--- src/rtl/cpu_pkg.sv ---
// Shared CPU definitions: register address type, zero-register index and
// reg2loc select encodings.
package cpu_pkg;

  typedef logic [4:0] reg_addr_t;

  localparam reg_addr_t XZR        = 5'd31;
  localparam logic      REG2LOC_RD = 1'b0;
  localparam logic      REG2LOC_RM = 1'b1;

endpackage

--- src/rtl/reg_hazard_scoreboard_if.sv ---
// Decode-stage interface between the instruction decoder (master) and the
// register hazard scoreboard (slave).
interface reg_hazard_scoreboard_if #(
  parameter int NREG   = 32,
  parameter int AW     = 5,
  parameter int SCNT_W = 16
);
  import cpu_pkg::*;

  logic              reg2loc;
  logic [AW-1:0]     Rn;
  logic [AW-1:0]     Rm;
  logic [AW-1:0]     Rd;
  logic              uses_rn;
  logic              uses_r2;
  logic              issue_valid;
  logic              issue_wr;
  logic              flush;
  logic [AW-1:0]     src2;
  logic              stall;
  logic [NREG-1:0]   busy;
  logic [SCNT_W-1:0] stall_cycles;

  modport master (
    output reg2loc, Rn, Rm, Rd, uses_rn, uses_r2, issue_valid, issue_wr, flush,
    input  src2, stall, busy, stall_cycles
  );

  modport slave (
    input  reg2loc, Rn, Rm, Rd, uses_rn, uses_r2, issue_valid, issue_wr, flush,
    output src2, stall, busy, stall_cycles
  );

endinterface

--- src/rtl/reg_hazard_scoreboard_entry.sv ---
// One scoreboard slot: down-counter of cycles until a pending writeback
// becomes readable. Clear beats load, load beats decrement.
module scoreboard_entry #(
  parameter int LAT = 3
) (
  input  logic clk,
  input  logic reset,
  input  logic load,
  input  logic clear,
  output logic busy
);

  localparam int CW = $clog2(LAT + 1);

  logic [CW-1:0] count_r;

  // Pending-writeback countdown
  always_ff @(posedge clk or posedge reset) begin
    if (reset) begin
      count_r <= '0;
    end else if (clear) begin
      count_r <= '0;
    end else if (load) begin
      count_r <= CW'(LAT);
    end else if (count_r != '0) begin
      count_r <= count_r - CW'(1);
    end else begin
      count_r <= count_r;
    end
  end

  assign busy = (count_r != '0);

endmodule

--- src/rtl/reg_hazard_scoreboard.sv ---
// Decode-stage RAW interlock: tracks registers with a pending writeback and
// stalls IF/ID while either source read would return stale data.
module reg_hazard_scoreboard
  import cpu_pkg::*;
#(
  parameter int NREG   = 32,
  parameter int AW     = 5,
  parameter int LAT    = 3,
  parameter int SCNT_W = 16
) (
  input logic                    clk,
  input logic                    reset,
  reg_hazard_scoreboard_if.slave sb
);

  logic [NREG-1:0]   busy_s;
  logic [NREG-1:0]   load_s;
  logic [AW-1:0]     src2_s;
  logic              haz_n_s;
  logic              haz_2_s;
  logic              stall_s;
  logic              accept_s;
  logic [SCNT_W-1:0] stall_cycles_r;

  // Second read address, same selection as the register-file port
  always_comb begin
    src2_s = sb.Rd;
    if (sb.reg2loc == REG2LOC_RM) begin
      src2_s = sb.Rm;
    end else begin
      src2_s = sb.Rd;
    end
  end

  // Hazard compare uses pre-edge busy state, so a self-dependent write
  // (ADD X1,X1,..) only reloads once its own stall has cleared
  always_comb begin
    haz_n_s  = sb.uses_rn & (sb.Rn != AW'(XZR)) & busy_s[sb.Rn];
    haz_2_s  = sb.uses_r2 & (src2_s != AW'(XZR)) & busy_s[src2_s];
    stall_s  = sb.issue_valid & ~sb.flush & (haz_n_s | haz_2_s);
    accept_s = sb.issue_valid & ~stall_s & ~sb.flush & sb.issue_wr & (sb.Rd != AW'(XZR));
  end

  // One-hot reload of the destination entry
  always_comb begin
    load_s = '0;
    for (int r = 0; r < NREG; r++) begin
      load_s[r] = accept_s & (sb.Rd == AW'(r));
    end
  end

  for (genvar r = 0; r < NREG; r++) begin : g_entry
    scoreboard_entry #(.LAT(LAT)) u_entry (
      .clk   (clk),
      .reset (reset),
      .load  (load_s[r]),
      .clear (sb.flush),
      .busy  (busy_s[r])
    );
  end

  // Saturating stall statistic; flush leaves it untouched
  always_ff @(posedge clk or posedge reset) begin
    if (reset) begin
      stall_cycles_r <= '0;
    end else if (stall_s && (stall_cycles_r != '1)) begin
      stall_cycles_r <= stall_cycles_r + SCNT_W'(1);
    end else begin
      stall_cycles_r <= stall_cycles_r;
    end
  end

  assign sb.src2         = src2_s;
  assign sb.stall        = stall_s;
  assign sb.busy         = busy_s;
  assign sb.stall_cycles = stall_cycles_r;

endmodule
--- src/flat_wrapper.sv ---
// flat-port wrapper written by rule: the top's interface ports become plain ports
module reg_hazard_scoreboard_flat import cpu_pkg::*;
#(
  parameter int NREG   = 32,
  parameter int AW     = 5,
  parameter int LAT    = 3,
  parameter int SCNT_W = 16
)
  (clk, reset, sb_reg2loc, sb_Rn, sb_Rm, sb_Rd, sb_uses_rn, sb_uses_r2, sb_issue_valid, sb_issue_wr, sb_flush, sb_src2, sb_stall, sb_busy, sb_stall_cycles);
  reg_hazard_scoreboard_if #(.NREG(NREG), .AW(AW), .SCNT_W(SCNT_W)) sb_i ();
  input logic clk;
  input logic reset;
  input wire logic [$bits(sb_i.reg2loc)-1:0] sb_reg2loc;
  input wire logic [$bits(sb_i.Rn)-1:0] sb_Rn;
  input wire logic [$bits(sb_i.Rm)-1:0] sb_Rm;
  input wire logic [$bits(sb_i.Rd)-1:0] sb_Rd;
  input wire logic [$bits(sb_i.uses_rn)-1:0] sb_uses_rn;
  input wire logic [$bits(sb_i.uses_r2)-1:0] sb_uses_r2;
  input wire logic [$bits(sb_i.issue_valid)-1:0] sb_issue_valid;
  input wire logic [$bits(sb_i.issue_wr)-1:0] sb_issue_wr;
  input wire logic [$bits(sb_i.flush)-1:0] sb_flush;
  output wire logic [$bits(sb_i.src2)-1:0] sb_src2;
  output wire logic [$bits(sb_i.stall)-1:0] sb_stall;
  output wire logic [$bits(sb_i.busy)-1:0] sb_busy;
  output wire logic [$bits(sb_i.stall_cycles)-1:0] sb_stall_cycles;
  assign sb_i.reg2loc = sb_reg2loc;
  assign sb_i.Rn = sb_Rn;
  assign sb_i.Rm = sb_Rm;
  assign sb_i.Rd = sb_Rd;
  assign sb_i.uses_rn = sb_uses_rn;
  assign sb_i.uses_r2 = sb_uses_r2;
  assign sb_i.issue_valid = sb_issue_valid;
  assign sb_i.issue_wr = sb_issue_wr;
  assign sb_i.flush = sb_flush;
  assign sb_src2 = sb_i.src2;
  assign sb_stall = sb_i.stall;
  assign sb_busy = sb_i.busy;
  assign sb_stall_cycles = sb_i.stall_cycles;
  reg_hazard_scoreboard #(.NREG(NREG), .AW(AW), .LAT(LAT), .SCNT_W(SCNT_W)) u_core (.clk(clk), .reset(reset), .sb(sb_i));
endmodule
--- config.mk ---
export PLATFORM = sky130hd
export DESIGN_NAME = reg_hazard_scoreboard_flat
export DESIGN_NICKNAME = d
export VERILOG_FILES = /design/src/rtl/cpu_pkg.sv /design/src/rtl/reg_hazard_scoreboard_if.sv /design/src/rtl/reg_hazard_scoreboard_entry.sv /design/src/rtl/reg_hazard_scoreboard.sv /design/src/flat_wrapper.sv
export SDC_FILE = /design/constraint.sdc
export NUM_CORES = 1
export LEC_CHECK = 0
export CORE_AREA = 10 10 118 120
export CTS_BUF_LIST = sky130_fd_sc_hd__clkbuf_16
export DETAILED_ROUTE_END_ITERATION = 6
export DIE_AREA = 0 0 128 130
export PLACE_DENSITY = 0.72
export SKIP_CTS_REPAIR_TIMING = 1
export SYNTH_ARGS = -nofsm -noshare
export SYNTH_HDL_FRONTEND = slang
export SYNTH_SLANG_ARGS = --single-unit
export TNS_END_PERCENT = 5
--- constraint.sdc ---
create_clock -name clk -period 3.45 [get_ports clk]
set_input_delay 0.345 -clock clk [delete_from_list [all_inputs] [get_ports clk]]
set_output_delay 0.345 -clock clk [all_outputs]
set_load 0.005 [all_outputs]
Word level (Yosys, flattened, before mapping)
Cells that the tools add are included.
{"block": "word_totals", "elab_cells": 315, "register_bits": 80, "out_inout_bits": 54, "in_bits": 23}
{"block": "classes", "n_reduce_logical": 66, "n_eq_ne": 35, "muxes": 101, "add_sub_neg": 33, "n_bitwise": 45, "magnitude_cmp": 2}
{"cell": "$mux 2", "n": 96}
{"cell": "$reduce_bool 3->1", "n": 32}
{"cell": "$eq 5x5->1 const B", "n": 16}
{"cell": "$reduce_bool 2->1", "n": 32}
{"cell": "$sub 2x1->2 const B", "n": 32}
{"cell": "$and 1x1->1", "n": 42}
{"cell": "$eq 5x4->1 const B", "n": 8}
{"cell": "$eq 5x3->1 const B", "n": 4}
{"cell": "$add 16x1->16 const B", "n": 1}
{"cell": "$ne 16x16->1 const B", "n": 1}
{"cell": "$ne 5x5->1 const B", "n": 3}
{"cell": "$lt 5x6->1 const B", "n": 2}
{"cell": "$bmux 1 s5", "n": 2}
{"cell": "$eq 5x2->1 const B", "n": 2}
{"cell": "$eq 5x1->1 const B", "n": 1}
{"cell": "$logic_not 5->1", "n": 1}
{"cell": "$mux 5", "n": 1}
{"cell": "$mux 1", "n": 2}
{"cell": "$not 1->1", "n": 2}
{"cell": "$logic_and 1x1->1", "n": 1}
{"cell": "$or 1x1->1", "n": 1}

Longest topological paths before layout
Gate-level depths: netlist (run 1).
{"block": "depth", "ltp_word": 14, "ltp_mapped": 10, "depth_no_buf": 9}

Hierarchy
From an unflattened synthesis (run 1), not the netlist that was laid out.
{"block": "hier_totals", "cells_unflattened": 647, "hier_area_um2": 5675.4}
{"module": "scoreboard_entry", "instances": 32, "cells_per_inst": 12, "seq_area_each_um2": 50.0, "area_each_um2": 113.9}
{"module": "reg_hazard_scoreboard", "instances": 1, "cells_per_inst": 263, "seq_area_each_um2": 400.4, "area_each_um2": 2031.9}

Least setup slack after synthesis (run 1)
OpenSTA, ideal clock, no wires.
{"block": "synth_timing", "path_kind": "input port to output port", "startpoint": "in sb_Rd[1]", "endpoint": "out sb_stall", "arrival_ps": 2254, "path_slack_ps": 851, "stages": 8, "n_path_buf": 2, "t_required_ps": 3105, "cell_sequence": "clkbuf_1 > nand2b_1 > nand2_1 > a2111oi_0 > or4_4 > a32oi_4 > buf_2 > a21oi_1"}
{"block": "synth_between", "elab_chain_len": 6, "word_cells_on_any_way": 8, "cone_classes": "eq/ne (1); mux (3); bitwise (4)"}
{"element": "start, declared", "line": "flat_wrapper.sv:16", "source": "input wire logic [$bits(sb_i.Rd)-1:0] sb_Rd;"}
{"element": "$mux 5 (*)", "line": "reg_hazard_scoreboard.sv:28", "source": "if (sb.reg2loc == REG2LOC_RM) begin"}
{"element": "net sb_src2[1]", "line": "flat_wrapper.sv:22", "source": "output wire logic [$bits(sb_i.src2)-1:0] sb_src2;"}
{"element": "$bmux 1 s5 or $ne 5x5->1 (tied branches)", "line": "reg_hazard_scoreboard.sv:39", "source": "haz_2_s = sb.uses_r2 & (src2_s != AW'(XZR)) & busy_s[src2_s];"}
{"element": "$mux 1 (implied by the code) or $and 1x1->1 (tied branches)", "line": "reg_hazard_scoreboard.sv:39"}
{"element": "$and 1x1->1 (*)", "line": "reg_hazard_scoreboard.sv:39"}
{"element": "$or 1x1->1 (*)", "line": "reg_hazard_scoreboard.sv:40", "source": "stall_s = sb.issue_valid & ~sb.flush & (haz_n_s | haz_2_s);"}
{"element": "$and 1x1->1 (*)", "line": "reg_hazard_scoreboard.sv:40"}
{"element": "end, declared", "line": "flat_wrapper.sv:23", "source": "output wire logic [$bits(sb_i.stall)-1:0] sb_stall;"}
Mark *: on every way through the listed nets, which the timed path passes. The rest lies on a longest branch. The select of a mux whose other input is x is not followed.

Worst setup path in the final report (run 1)
{"block": "layout_timing", "startpoint": "reg u_core.g_entry[15].u_entry.count_r[0]", "endpoint": "out sb_stall"}
{"block": "layout_between", "elab_chain_len": 6, "word_cells_on_any_way": 9, "cone_classes": "mux (4); bitwise (4); reduce/logical (1)"}
{"element": "start, declared", "line": "reg_hazard_scoreboard_entry.sv:15", "source": "logic [CW-1:0] count_r;"}
{"element": "start signal, assigned", "line": "reg_hazard_scoreboard_entry.sv:24", "source": "count_r <= CW'(LAT);"}
{"element": "start signal, assigned", "line": "reg_hazard_scoreboard_entry.sv:26", "source": "count_r <= count_r - CW'(1);"}
{"element": "start signal, assigned", "line": "reg_hazard_scoreboard_entry.sv:28", "source": "count_r <= count_r;"}
{"element": "$reduce_bool 2->1 (*)", "line": "reg_hazard_scoreboard_entry.sv:32", "source": "assign busy = (count_r != '0);"}
{"element": "$bmux 1 s5 (on tied branches)", "line": "reg_hazard_scoreboard.sv:38, reg_hazard_scoreboard.sv:39"}
{"element": "$mux 1 (on tied branches)", "line": "reg_hazard_scoreboard.sv:38, reg_hazard_scoreboard.sv:39"}
{"element": "$and 1x1->1 (on tied branches)", "line": "reg_hazard_scoreboard.sv:38, reg_hazard_scoreboard.sv:39"}
{"element": "$or 1x1->1 (*)", "line": "reg_hazard_scoreboard.sv:40"}
{"element": "$and 1x1->1 (*)", "line": "reg_hazard_scoreboard.sv:40"}
Mark *: on every way between the ends. The rest lies on a longest branch, timed or not. The select of a mux whose other input is x is not followed.

==> impl_metrics.yaml, run 1 <==
outcome:
  status: "completed"
timing:
  slew_viol_final: 0
  hold_viol: 0
  rsz0062_at_grt: "false"
  final-setup-viol-count: 0
  fin_crit_sh: 0.9696
  hold_ws_ps: 359.0
  worst_slew_pin_slew_ps: 656.7
  fin_crit_ps: 3345
  slew_headroom: 0.5622
  fin_tns_setup_ps: 0
  skew_ps: 6.517
  fmax_mhz: 299.0
routing:
  wl_met2_mm: 7.856
  wl_per_cell_um: 18.86
  drtPass1Iterations: 5
  initialDrtViolationCount: 341
  vias_per_cell: 5.747
  wl_mm: 16.50
  maxUsedRoutingLayer: "met4"
  vias: 5029
  postRouteAntennaNets: 0
  met1_length_mm: 7.019
  wl_met3_mm: 1.088
  route.detailed.drc: 0
synth:
  syn_nets: 714
  synth_edf_count: 0
  synth_top_area_frac: 0.3543
  ys_async_sr_fraction: 1.000
  yosysTopAreaCell: "dfrtp_1"
  netlist_instances: 658
  ys_warn_count: 0
  netlist_area_um2: 5650
  synth_ff_type: "dfrtp_1"
  yosysSeqAreaShare: 0.3543
  synth_area_leaders: "dfrtp_1, ha_1, xor2_1"
  avgSynthCellArea_um2: 8.587
  ys_types: 47
  ys_ff_latch: 80
placement:
  io_buffers: 76
  gp_routability_congestion: 1.015
  hpwl_mm: 12.79
setup_path:
  required_ps: 3110
  cp-end-kind: "primary output"
  critPathArrivalTime_ps: 3000
  start_kind: "register"
  crit_fanout: 5
  crit_type: "register to primary output"
  reg2reg_depth: 10
cts:
  cts_tree: "done"
  path_clk_slew_ps: 60
  cts.sinks: 80
  cts_made_buffers: 9
  cts_root_buffer: "clkbuf_16"
  h-tree-depth: 3
  clk_latency_ps: 340
  cts_max_path_buffers: 2
cells_and_area:
  drive_above_1_share: 0.1016
  final_core_util: 0.5872
  antennaDiodeCount: 0
  area_growth_pct: 21.70
  fillers: 1058
  fin_nets: 779
global_routing:
  grt_pass1_wl_mm: 26.05
  antenna_found_initial: 0
  grt_max_degree: 65
  grt_pass1_vias: 4840
  grt_overflow_total: 0
  grt_use_total: 0.1977
die:
  io_pins: 77
  dieHeight_um: 130
  start_util: 0.4825
  core_um2: 11710
  rows: 40
  die_x_um: 128
  die-area_um2: 16640
worst_hold_path:
  hold_path_class: "primary input to asynchronous set/reset pin"
power_and_ir_drop:
  p_leak_nw: 3.153
  powerDensity_nw_per_um2: 736.2
  ir_drop_mv: 0.3500
run:
  drv_cap: 0
worst max-delay path, stage by stage (launching register included):
cell,delay [ps]
dfrtp_1,360
inv_1,50
ha_1,270
mux4_2,490
or3_1,310
a31oi_1,230
buf_4,160
a32oi_4,70
a21oi_4,180
clkdlybuf4s50_1,530
placed cells by master (no fill, tap or decap), types with 15 or more instances in the layout:
| cell | n |
|---|---|
| a211oi_1 | 15 |
| a21oi_1 | 32 |
| buf_4 | 36 |
| clkdlybuf4s50_1 | 74 |
| dfrtp_1 | 80 |
| ha_1 | 32 |
| inv_1 | 103 |
| nand2_1 | 50 |
| nand2b_1 | 17 |
| nand3_1 | 17 |
| nor2_1 | 40 |
| o21ai_0 | 26 |
| o22ai_1 | 34 |
| o32ai_1 | 27 |
| xor2_1 | 45 |
path summary, 6_finish.rpt:
kind | start | to | slack [ps]
worst max-delay path | u_core.g_entry[15].u_entry.count_r[0] | sb_stall | 100
worst min-delay path | reset | u_core.g_entry[14].u_entry.count_r[1] | 360
worst max register to register | u_core.g_entry[21].u_entry.count_r[0] | u_core.g_entry[7].u_entry.count_r[0] | 400
worst min register to register | u_core.sb.stall_cycles[4] | u_core.sb.stall_cycles[4] | 490
max in group asynchronous | reset | u_core.g_entry[20].u_entry.count_r[1] | 2330
min in group clk | u_core.sb.stall_cycles[4] | u_core.sb.stall_cycles[4] | 490
per-layer routing:
metal  track usage  up-vias
met5             0        -
met4       0.07815        0
met3       0.04341       36
met2        0.3211      178
met1        0.2510     2438
li1              -     2377
power breakdown:
group	switching (mW)	total, mW	internal, mW	leakage (nW)
Combinational	1.41	2.68	1.27	1.94
Clock	0.387	1.01	0.627	0.154
Sequential	0.169	1.37	1.20	1.06
cell usage after synthesis, types with 6 or more instances:
cell      instances
dfrtp_1          80
a21oi_1          33
inv_1           104
buf_2             7
buf_4            32
mux2i_1           6
a211oi_1         15
clkbuf_1         18
mux4_2            6
o21ai_0          26
ha_1             33
nor2b_1          11
nor2_1           40
o22ai_1          34
nand2b_1         17
o32ai_1          27
nand2_1          50
nand3_1          17
xor2_1           45
state kept, by name, indices dropped and copies added (netlist names):
name                            cells
u_core.g_entry.u_entry.count_r     64
u_core.sb.stall_cycles             16
metrics by stage:
stage | cells | setup WS (ps) | area (µm²) | power (mW)
finish | 875 | 105.0 | 6877 | 5.062
global route | 875 | 32.73 | 6877 | 5.432
CTS | 875 | -53.93 | 6859 | 5.071
detailed placement | 859 | -13.32 | 6548 | 4.035
global placement | 859 | -9.625 | 6548 | 3.915
floorplan | 658 | 851.3 | 5650 | 3.144
cell type report:
cell class / count / area, µm² / area share
clock inverters: 7 / 86.33 / 0.01255
multi-input cells: 413 / 2915 / 0.4239
flip-flops and latches: 80 / 2002 / 0.2911
clock buffers: 9 / 225.2 / 0.03275
inverters: 105 / 395.4 / 0.05750
repair buffers: 114 / 1069 / 0.1554
well taps: 147 / 183.9 / 0.02675
cells by family after synthesis:
group           count (synthesis)  share of synthesized area
xor+xnor                       45                    0.06975
fa+ha+maj                      33                    0.07307
mux                            18                    0.04694
simple gates                  161                     0.1375
compound gates                156                     0.1860
buf+inv                       165                     0.1324
flops                          80                     0.3543
Power figures use the tool's default switching activity.
==> run 2: changes to the inputs <==
--- a/config.mk
+++ b/config.mk
@@ -7,6 +7,7 @@
 export LEC_CHECK = 0
 export CORE_AREA = 10 10 118 120
 export CTS_BUF_LIST = sky130_fd_sc_hd__clkbuf_16
+export CTS_CLUSTER_SIZE = 30
 export DETAILED_ROUTE_END_ITERATION = 6
 export DIE_AREA = 0 0 128 130
 export PLACE_DENSITY = 0.72
==> results of run 2 <==
Same layout as run 1: the final DEF is identical, and so are final timing and power.
==> run 3: changes to the inputs <==
--- a/config.mk
+++ b/config.mk
@@ -5,11 +5,10 @@
 export SDC_FILE = /design/constraint.sdc
 export NUM_CORES = 1
 export LEC_CHECK = 0
-export CORE_AREA = 10 10 118 120
-export CTS_BUF_LIST = sky130_fd_sc_hd__clkbuf_16
+export CORE_AREA = 2 2 110 112
 export CTS_CLUSTER_SIZE = 30
 export DETAILED_ROUTE_END_ITERATION = 6
-export DIE_AREA = 0 0 128 130
+export DIE_AREA = 0 0 112 114
 export PLACE_DENSITY = 0.72
 export SKIP_CTS_REPAIR_TIMING = 1
 export SYNTH_ARGS = -nofsm -noshare
==> run 3 against run 2 <==
  * Sequential cell count unchanged
  * Final cell count decreased by 1.1%
  * First-iteration DRC count increased by 18%
  * Sequential share of layout area increased by 0.19 points
  * Power decreased by 1.9%
  * Critical path type is now primary input to register
  * Routed wire length decreased by 6.5%
  * Count of clock-buffer cells in the layout increased by 2
  * Sequential power about the same
  * Critical endpoint is now u_core.g_entry[14].u_entry.count_r[0]
==> impl_metrics.yaml, run 3 (synthesis gave the netlist of run 1 again) <==
outcome:
  status: "completed"
cts:
  cts_max_path_buffers: 2
  h-tree-depth: 3
  clk_latency_ps: 350
  cts.sinks: 80
  cts_tree: "done"
  cts_root_buffer: "clkbuf_16"
  path_clk_slew_ps: 60
  cts_made_buffers: 9
die:
  dieHeight_um: 114
  core_um2: 11710
  start_util: 0.4825
  rows: 40
  die_x_um: 112
  io_pins: 77
  die-area_um2: 12770
power_and_ir_drop:
  p_leak_nw: 3.124
  power_mw: 4.969
  powerDensity_nw_per_um2: 727.3
  ir_drop_mv: 0.3210
timing:
  fmax_mhz: 320.7
  fin_tns_setup_ps: 0
  fin_crit_ps: 3118
  final-setup-viol-count: 0
  slew_viol_final: 0
  rsz0062_at_grt: "false"
  worst_slew_pin_slew_ps: 663.8
  hold_viol: 0
  setup_ws_ps: 331.5
  slew_headroom: 0.5570
  skew_ps: 10.90
  fin_crit_sh: 0.9039
setup_path:
  start_kind: "primary input"
  cp-end-kind: "register"
  critPathArrivalTime_ps: 3340
  crit_type: "primary input to register"
  crit_fanout: 26
  required_ps: 3680
routing:
  drtPass1Iterations: 5
  met1_length_mm: 6.888
  wl_mm: 15.44
  route.detailed.drc: 0
  vias: 4958
  maxUsedRoutingLayer: "met5"
  postRouteAntennaNets: 0
  wl_per_cell_um: 17.85
  wl_met3_um: 949
  wl_met2_mm: 7.228
  initialDrtViolationCount: 404
  vias_per_cell: 5.732
cells_and_area:
  drive_above_1_share: 0.09053
  antennaDiodeCount: 0
  largest_reg_flops: 64
  final_common_cell: "inv_1"
  fin_nets: 771
  area_growth_pct: 20.90
  top_register: "u_core.g_entry.u_entry.count_r"
  layout_common_cells: "inv_1, dfrtp_1, clkdlybuf4s50_1"
run:
  drv_cap: 0
placement:
  place_ws_ps: -22.27
  hpwl_mm: 11.75
  io_buffers: 76
  gp_routability_congestion: 0.8847
global_routing:
  grt_overflow_total: 0
  grt_pass1_wl_mm: 24.43
  grt_pass1_vias: 4722
  antenna_found_initial: 1
  grt_max_degree: 46
  grt_use_total: 0.2463
worst_hold_path:
  hold_path_class: "primary input to asynchronous set/reset pin"
## run 3: cell types whose count changed in the layout (fill, tap and decap cells not counted), sizes merged
| cell | previous run | this run |
|---|---|---|
| buf | 39 | 31 |
| clkinv | 6 | 2 |
| clkbuf | 9 | 11 |
## run 3: cell type report
class / count / area [µm²]
fill: 1023 / 4880
sequential: 80 / 2002
timing repair buffer: 106 / 1037
tap: 147 / 183.9
inverter: 105 / 395.4
multi-input combinational: 413 / 2912
clock buffer: 11 / 232.7
clock inverter: 3 / 68.82
## run 3: layer usage
layer,vias to the layer above,global-route usage
li1,2355,-
met1,2376,0.3305
met2,192,0.4024
met3,33,0.04570
met4,2,0.08943
met5,-,0
## run 3: path summary, 6_finish.rpt
check	start	to	slack [ps]	cells after the start
setup / recovery	sb_reg2loc	u_core.g_entry[14].u_entry.count_r[0]	330	11
hold / removal	reset	u_core.g_entry[5].u_entry.count_r[1]	400	2
setup reg to reg	u_core.g_entry[21].u_entry.count_r[0]	u_core.g_entry[14].u_entry.count_r[0]	340	11
hold reg to reg	u_core.sb.stall_cycles[13]	u_core.sb.stall_cycles[13]	490	1
max in group asynchronous	reset	u_core.g_entry[24].u_entry.count_r[0]	2390	3
min in group clk	sb_flush	u_core.g_entry[31].u_entry.count_r[1]	430	2
## run 3: power breakdown
part,total (mW),switching (mW),internal (mW),leakage (nW)
Combinational,2.60,1.36,1.24,1.92
Sequential,1.36,0.167,1.20,1.06
Clock,1.00,0.375,0.627,0.146
## run 3: metrics by stage
| step | instances | cell area (µm²) | hold slack [ps] | util |
|---|---|---|---|---|
| floorplan | 658 | 5650 | 477.4 | - |
| global placement | 851 | 6513 | 475.0 | 0.5561 |
| detailed placement | 851 | 6513 | 480.2 | 0.5561 |
| CTS | 865 | 6814 | 423.0 | 0.5818 |
| global route | 865 | 6832 | 449.1 | 0.5833 |
| finish | 865 | 6832 | 399.6 | 0.5833 |
## run 3: worst max-delay path: stages
cell and delay [ps]:
clkdlybuf4s50_1 470, buf_6 180, or2_1 320, o22ai_1 210, a221oi_1 110, or4_4 440
a32oi_4 300, buf_4 280, nand2_4 160, buf_12 200, o32ai_1 310
